File: src/rtl/i2c_bit_slave_if.sv
// Pin-level and byte-level signal bundle between the I2C bit slave and its
// bus/controller neighbours.
interface i2c_bit_slave_if;
  logic       scl_in;
  logic       sda_in;
  logic       sda_oe;
  logic       start;
  logic       stop;
  logic       rx_valid;
  logic [7:0] rx_data;
  logic [7:0] tx_data;
  logic       tx_req;
  logic       tx_ready;

  modport slave (
    input  scl_in, sda_in, tx_data, tx_req,
    output sda_oe, start, stop, rx_valid, rx_data, tx_ready
  );

  modport master (
    output scl_in, sda_in, tx_data, tx_req,
    input  sda_oe, start, stop, rx_valid, rx_data, tx_ready
  );
endinterface

File: src/rtl/i2c_bit_slave.sv
// Bit-level I2C target: START/STOP detection, byte receive with ACK, byte transmit.
// Optional glitch filter on both lines enabled by defining I2C_GLITCH_FILTER_EN.
module i2c_bit_slave #(
  parameter logic [6:0] DEVICE_ADDR = 7'h40,
  parameter int         FILTER_LEN  = 3
) (
  input logic              clk,
  input logic              reset,
  input logic              sleep,
  i2c_bit_slave_if.slave   bus
);

  typedef enum logic [2:0] {
    IDLE, RX_BITS, RX_ACK, TX_BITS, TX_ACK, WAIT_STOP
  } state_t;

  if (FILTER_LEN < 2 || FILTER_LEN > 7) begin : g_bad_filter_len
    $error("FILTER_LEN must be in 2..7");
  end

  logic scl_s1_q, scl_s2_q, sda_s1_q, sda_s2_q;
  logic scl_f, sda_f;
  logic scl_p_q, sda_p_q;

  // stage 0: pin synchronizers and edge-detect history (pure samples, no reset)
  always_ff @(posedge clk) begin
    scl_s1_q <= bus.scl_in;
    scl_s2_q <= scl_s1_q;
    sda_s1_q <= bus.sda_in;
    sda_s2_q <= sda_s1_q;
    scl_p_q  <= scl_f;
    sda_p_q  <= sda_f;
  end

`ifdef I2C_GLITCH_FILTER_EN
  logic       scl_flt_q, sda_flt_q;
  logic [2:0] scl_cnt_q, sda_cnt_q;

  always_ff @(posedge clk) begin
    if (scl_s2_q == scl_flt_q) begin
      scl_cnt_q <= '0;
    end else if (scl_cnt_q == 3'(FILTER_LEN - 1)) begin
      scl_flt_q <= scl_s2_q;
      scl_cnt_q <= '0;
    end else begin
      scl_cnt_q <= scl_cnt_q + 3'd1;
    end
    if (sda_s2_q == sda_flt_q) begin
      sda_cnt_q <= '0;
    end else if (sda_cnt_q == 3'(FILTER_LEN - 1)) begin
      sda_flt_q <= sda_s2_q;
      sda_cnt_q <= '0;
    end else begin
      sda_cnt_q <= sda_cnt_q + 3'd1;
    end
  end

  assign scl_f = scl_flt_q;
  assign sda_f = sda_flt_q;
`else
  assign scl_f = scl_s2_q;
  assign sda_f = sda_s2_q;
`endif

  logic scl_rise, scl_fall, start_det, stop_det;

  assign scl_rise  = scl_f & ~scl_p_q;
  assign scl_fall  = ~scl_f & scl_p_q;
  // SDA edges with SCL high are bus conditions and beat any simultaneous SCL edge
  assign start_det = scl_f & sda_p_q & ~sda_f;
  assign stop_det  = scl_f & ~sda_p_q & sda_f;

  state_t     state_q, state_d;
  logic [3:0] bitcnt_q, bitcnt_d;
  logic       first_q, first_d;
  logic       nack_q, nack_d;
  logic       sda_oe_q, sda_oe_d;
  logic       start_q, start_d;
  logic       stop_q, stop_d;
  logic       rx_valid_q, rx_valid_d;
  logic [7:0] rx_data_q, rx_data_d;
  logic       txfull_q, txfull_d;
  logic [6:0] shift_q, shift_d;
  logic [7:0] txbuf_q, txbuf_d;
  logic [7:0] txsh_q, txsh_d;

  always_comb begin
    state_d    = state_q;
    bitcnt_d   = bitcnt_q;
    first_d    = first_q;
    nack_d     = nack_q;
    sda_oe_d   = sda_oe_q;
    start_d    = 1'b0;
    stop_d     = 1'b0;
    rx_valid_d = 1'b0;
    rx_data_d  = rx_data_q;
    txfull_d   = txfull_q;
    shift_d    = shift_q;
    txbuf_d    = txbuf_q;
    txsh_d     = txsh_q;

    if (bus.tx_req && !txfull_q) begin
      txbuf_d  = bus.tx_data;
      txfull_d = 1'b1;
    end

    if (sleep) begin
      state_d  = IDLE;
      sda_oe_d = 1'b0;
      bitcnt_d = '0;
    end else if (start_det) begin
      start_d  = 1'b1;
      state_d  = RX_BITS;
      bitcnt_d = '0;
      first_d  = 1'b1;
      nack_d   = 1'b0;
      sda_oe_d = 1'b0;
    end else if (stop_det) begin
      stop_d   = 1'b1;
      state_d  = IDLE;
      bitcnt_d = '0;
      sda_oe_d = 1'b0;
    end else begin
      case (state_q)
        RX_BITS: begin
          if (scl_rise && bitcnt_q < 4'd8) begin
            shift_d  = {shift_q[5:0], sda_f};
            bitcnt_d = bitcnt_q + 4'd1;
            if (bitcnt_q == 4'd7) begin
              rx_data_d  = {shift_q, sda_f};
              rx_valid_d = 1'b1;
            end
          end else if (scl_fall && bitcnt_q == 4'd8) begin
            state_d  = RX_ACK;
            bitcnt_d = '0;
            first_d  = 1'b0;
            if (first_q && rx_data_q[7:1] != DEVICE_ADDR) begin
              nack_d   = 1'b1;
              sda_oe_d = 1'b0;
            end else begin
              nack_d   = 1'b0;
              sda_oe_d = 1'b1;
            end
          end
        end
        RX_ACK: begin
          if (scl_fall) begin
            if (nack_q) begin
              state_d  = WAIT_STOP;
              sda_oe_d = 1'b0;
            end else if (txfull_q) begin
              state_d  = TX_BITS;
              txsh_d   = {txbuf_q[6:0], 1'b1};
              sda_oe_d = ~txbuf_q[7];
              txfull_d = 1'b0;
              bitcnt_d = 4'd1;
            end else begin
              state_d  = RX_BITS;
              sda_oe_d = 1'b0;
            end
          end
        end
        TX_BITS: begin
          if (scl_fall) begin
            if (bitcnt_q == 4'd8) begin
              state_d  = TX_ACK;
              sda_oe_d = 1'b0;
              bitcnt_d = '0;
            end else begin
              sda_oe_d = ~txsh_q[7];
              txsh_d   = {txsh_q[6:0], 1'b1};
              bitcnt_d = bitcnt_q + 4'd1;
            end
          end
        end
        TX_ACK: begin
          if (scl_rise) begin
            if (sda_f) state_d = WAIT_STOP;
          end else if (scl_fall) begin
            state_d  = TX_BITS;
            bitcnt_d = 4'd1;
            // an empty buffer at this point is an underrun: send all ones
            if (txfull_q) begin
              txsh_d   = {txbuf_q[6:0], 1'b1};
              sda_oe_d = ~txbuf_q[7];
              txfull_d = 1'b0;
            end else begin
              txsh_d   = 8'hFF;
              sda_oe_d = 1'b0;
            end
          end
        end
        IDLE, WAIT_STOP: sda_oe_d = 1'b0;
        default: begin
          state_d  = IDLE;
          sda_oe_d = 1'b0;
        end
      endcase
    end
  end

  // stage 1: control state, reset synchronously
  always_ff @(posedge clk) begin
    if (reset) begin
      state_q    <= IDLE;
      bitcnt_q   <= '0;
      first_q    <= 1'b0;
      nack_q     <= 1'b0;
      sda_oe_q   <= 1'b0;
      start_q    <= 1'b0;
      stop_q     <= 1'b0;
      rx_valid_q <= 1'b0;
      rx_data_q  <= 8'h00;
      txfull_q   <= 1'b0;
    end else begin
      state_q    <= state_d;
      bitcnt_q   <= bitcnt_d;
      first_q    <= first_d;
      nack_q     <= nack_d;
      sda_oe_q   <= sda_oe_d;
      start_q    <= start_d;
      stop_q     <= stop_d;
      rx_valid_q <= rx_valid_d;
      rx_data_q  <= rx_data_d;
      txfull_q   <= txfull_d;
    end
  end

  // stage 1: datapath shift/buffer registers, qualified by control state
  always_ff @(posedge clk) begin
    shift_q <= shift_d;
    txbuf_q <= txbuf_d;
    txsh_q  <= txsh_d;
  end

  assign bus.sda_oe   = sda_oe_q;
  assign bus.start    = start_q;
  assign bus.stop     = stop_q;
  assign bus.rx_valid = rx_valid_q;
  assign bus.rx_data  = rx_data_q;
  assign bus.tx_ready = ~txfull_q;

endmodule
File: src/flat_wrapper.sv
// flat-port wrapper written by rule: the top's interface ports become plain ports
module i2c_bit_slave_flat 
#(
  parameter logic [6:0] DEVICE_ADDR = 7'h40,
  parameter int         FILTER_LEN  = 3
)
  (clk, reset, sleep, bus_scl_in, bus_sda_in, bus_tx_data, bus_tx_req, bus_sda_oe, bus_start, bus_stop, bus_rx_valid, bus_rx_data, bus_tx_ready);
  i2c_bit_slave_if bus_i ();
  input logic clk;
  input logic reset;
  input logic sleep;
  input wire logic [$bits(bus_i.scl_in)-1:0] bus_scl_in;
  input wire logic [$bits(bus_i.sda_in)-1:0] bus_sda_in;
  input wire logic [$bits(bus_i.tx_data)-1:0] bus_tx_data;
  input wire logic [$bits(bus_i.tx_req)-1:0] bus_tx_req;
  output wire logic [$bits(bus_i.sda_oe)-1:0] bus_sda_oe;
  output wire logic [$bits(bus_i.start)-1:0] bus_start;
  output wire logic [$bits(bus_i.stop)-1:0] bus_stop;
  output wire logic [$bits(bus_i.rx_valid)-1:0] bus_rx_valid;
  output wire logic [$bits(bus_i.rx_data)-1:0] bus_rx_data;
  output wire logic [$bits(bus_i.tx_ready)-1:0] bus_tx_ready;
  assign bus_i.scl_in = bus_scl_in;
  assign bus_i.sda_in = bus_sda_in;
  assign bus_i.tx_data = bus_tx_data;
  assign bus_i.tx_req = bus_tx_req;
  assign bus_sda_oe = bus_i.sda_oe;
  assign bus_start = bus_i.start;
  assign bus_stop = bus_i.stop;
  assign bus_rx_valid = bus_i.rx_valid;
  assign bus_rx_data = bus_i.rx_data;
  assign bus_tx_ready = bus_i.tx_ready;
  i2c_bit_slave #(.DEVICE_ADDR(DEVICE_ADDR), .FILTER_LEN(FILTER_LEN)) u_core (.clk(clk), .reset(reset), .sleep(sleep), .bus(bus_i));
endmodule
File: config.mk
export PLATFORM = sky130hd
export DESIGN_NAME = i2c_bit_slave_flat
export DESIGN_NICKNAME = d
export VERILOG_FILES = /design/src/rtl/i2c_bit_slave_if.sv /design/src/rtl/i2c_bit_slave.sv /design/src/flat_wrapper.sv
export SDC_FILE = /design/constraint.sdc
export NUM_CORES = 1
export LEC_CHECK = 0
export ABC_AREA = 1
export CORE_MARGIN = 4
export CORE_UTILIZATION = 59
export CTS_CLUSTER_SIZE = 14
export DETAILED_ROUTE_END_ITERATION = 7
export PLACE_DENSITY = 0.95
export SLEW_MARGIN = 20
export SYNTH_ARGS = -nofsm -noshare
export SYNTH_HDL_FRONTEND = slang
export SYNTH_SLANG_ARGS = --single-unit
File: constraint.sdc
create_clock -name clk -period 3.9 [get_ports clk]
set_clock_uncertainty 0.2 [all_clocks]
set_input_delay 1.17 -clock clk [delete_from_list [all_inputs] [get_ports clk]]
set_output_delay 1.17 -clock clk [all_outputs]
set_load 0.005 [all_outputs]
==> results by group <==
Cells and area
  – Share of post-route cells with drive strength above 1: 0.0903
  – Nets@finish: 314
  – Area Growth Syn to Fin: 18.5%
  – Diode count: 0
  – Number of fill cells: 272
  – Non-filler cells, final: 347

Critical path
  – Crit Path Max Fanout: 4
  – CP Capture Type: output port
  – Startpoint Class: flip-flop
  – R2r worst-path depth: 5
  – Worst Setup EP: bus_tx_ready
  – R2R setup slack: 1.93 ns
  – CP Class: reg2out
  – Worst Path Arrival: 1.27 ns
  – Critical Path Start: u_core.txfull_q
  – RR Endpoint: u_core.txsh_q[5]
  – Reg2reg start: u_core.state_q[2]
  – Critical Path RT: 2.53 ns

CTS
  – Depth of the CTS H-tree: 2
  – CTS tree: yes
  – CTS sink cnt: 50
  – Root buf cell: clkbuf_8
  – Post-CTS Setup Bufs: 0
  – Clock Tree Buf Depth: 2
  – Hold_buf cts: 0
  – CTS buffer count: 5
  – CTS clock-pin slew for the worst setup and hold paths: 0.08 ns
  – Post-cts sizing count: 0
  – Worst-Skew Late Latency: 0.31 ns

Timing
  – Min Tclk post-route: 2.64 ns
  – Hold Vio Cnt, Final: 0
  – Least-Margin Pin Slew: 0.624 ns
  – Setup ws final: 1.26 ns
  – RSZ-0062 raised after global routing: false
  – Slew margin rel.: 0.582
  – Crit share post-route: 0.676
  – Setup TNS: 0 ns
  – Setup-failing EPs final: 0
  – Fmax: 379 MHz
  – Slew Viols, Final: 0

Floorplanning
  – Core area: 3660 um^2
  – Starting Density: 0.606
  – Boundary pin count: 27
  – Die W: 69.3 um
  – Overall die area: 4810 um^2
  – FP Rows: 22
  – Chip height: 69.3 um

Detailed routing
  – 1st-iter DRT viols: 176
  – Wire per inst: 12.7 um
  – Number of vias per cell: 5.34
  – Final ANT Viol Nets: 0
  – DRC Markers: 0
  – Drt total wl: 4.42 mm
  – Routed via count: 1852
  – Drt pass-1 iters: 5

Power and ir drop
  – Sequential Power Share: 0.586
  – Clock share of power: 0.357
  – Combinational cell fraction of total power: 0.057
  – Pwr Total: 959 uW
  – Pwr Density: 365 nW/um^2
  – P_sw: 195 uW
  – Cell Int Power: 764 uW
  – Sw Share: 0.204
  – Max VDD drop: 0.267 mV
  – Pleak: 0.00112 uW

Synth
  – Syn Std Cell Area: 2220 um^2
  – Number of enable flip-flop cells after synthesis: 22
  – FF+latch count, synth: 50
  – Synth top cells by count: nor2_1, nand2_1, dfxtp_1, inv_1, edfxtp_1
  – Top cells by area, synth: edfxtp_1, dfxtp_1, nor2_1, nand2_1, inv_1
  – Seq/Total Area, Yosys: 0.550
  – Post-synth top flop: dfxtp_1
  – Syn_nets: 282
  – Post-Synthesis Mean Instance Area: 8.34 um^2
  – Ys async rst share: 0
  – Synth Instances: 266
  – Top-count cell post-synth: nor2_1
  – Post-synth top area share: 0.298
  – Yosys top cell by area: edfxtp_1
  – YS warnings: 0
  – Library cells used by synthesis: 25

Worst hold path
  – Hold WC Path Type: reg2reg

Placed design
  – Dpl ws: 1.07 ns
  – DP HPWL: 3.28 mm
  – PortBufs: 26
  – GP Congestion: 0.965
  – Placed cells: 339

Global routing
  – Initial antenna violation count: 0
  – GRT Overall Usage: 0.198
  – Global-route wire length before repair: 7.58 mm
  – Largest net degree at the start of global routing: 18
  – Grt ovf: 0
  – Vias in the first global route: 1658

Run status
  – Status: finished, final reports clean

Job
  – Maximum capacitance violations: 0
==> kinds of logic (layout without fill, tap and decap cells) <==
logic type	after synthesis	in the layout	synth area share
compound gates	26	26	0.0665
flops	50	50	0.550
fa+ha+maj	2	2	0.0113
simple gates	152	152	0.298
xor+xnor	1	1	0.00395
buf+inv	35	68	0.0705
==> critical path: stages (launching register included) <==
cell and delay, ns:
dfxtp_1 0.34, inv_1 0.11, clkdlybuf4s50_1 0.52
==> per-layer routing <==
metal	GRT usage	share of wire	up-vias	wire, um
li1	-	-	911	-
met1	0.283	0.46	840	2050
met2	0.285	0.43	93	1920
met3	0.0565	0.087	8	384
met4	0.0738	0.016	0	71
met5	0	0	-	0
==> power groups by stage <==
stage	registers, uW	logic [uW]	clock network [uW]
2_1_floorplan	573	31.1	0
3_3_place_gp	574	52.1	0
3_5_place_dp	574	53.6	0
4_1_cts	562	54.2	349
5_1_grt	563	61.2	368
6_report	562	54.5	342
==> worst min path at each step <==
stage | cells after the start | startpoint | endpoint
after floorplan | 0 | u_core.scl_s1_q | u_core.scl_f
after global placement | 0 | u_core.scl_s1_q | u_core.scl_f
after detailed placement | 0 | u_core.sda_s1_q | u_core.sda_f
after CTS | 0 | u_core.scl_s1_q | u_core.scl_f
after global routing | 0 | u_core.scl_s1_q | u_core.scl_f
final | 0 | u_core.scl_s1_q | u_core.scl_f
==> final cells by class <==
class,count,area (um^2),share of cell area
Clock buffer,8,111,0.0423
Sequential cell,50,1220,0.464
Multi-Input combinational cell,181,842,0.320
Timing Repair Buffer,28,275,0.105
Inverter,32,120,0.0457
Tap cell,48,60.1,0.0228
==> cells in the final DEF, fill, tap and decap left out <==
| master | n |
|---|---|
| nor2_1 | 61 |
| nand2_1 | 59 |
| inv_1 | 28 |
| dfxtp_1 | 28 |
| clkdlybuf4s50_1 | 26 |
| edfxtp_1 | 22 |
| nand3_1 | 15 |
| a21oi_1 | 13 |
| nand2_2 | 6 |
| o21ai_0 | 6 |
| clkbuf_8 | 6 |
| inv_2 | 4 |
| nor2_4 | 3 |
| nor2_2 | 3 |
| o211ai_1 | 3 |
| nor3_1 | 2 |
| ha_1 | 2 |
| buf_4 | 2 |
| o2111ai_1 | 1 |
| nand3b_1 | 1 |
| a31o_2 | 1 |
| nand4_4 | 1 |
| xor2_1 | 1 |
| o31ai_1 | 1 |
| o21ai_1 | 1 |
| or2_0 | 1 |
| clkbuf_1 | 1 |
| clkbuf_16 | 1 |
==> stage by stage <==
step / area (um^2) / hold WS (ns) / util
final: 2630 / 0.131 / 0.718
after CTS: 2630 / 0.134 / 0.718
after global routing: 2630 / 0.148 / 0.718
after global placement: 2520 / 0.115 / 0.688
after detailed placement: 2520 / 0.114 / 0.688
after floorplan: 2220 / 0.110 / -
==> flip-flops by register name (all words and copies together) (netlist names), 3 cells and up <==
signal and cells:
u_core.bitcnt_q 4, u_core.txbuf_q 8, u_core.txsh_q 7, u_core.shift_q 7
u_core.bus.rx_data 8, u_core.state_q 3
(Power assumes the default switching activity.)
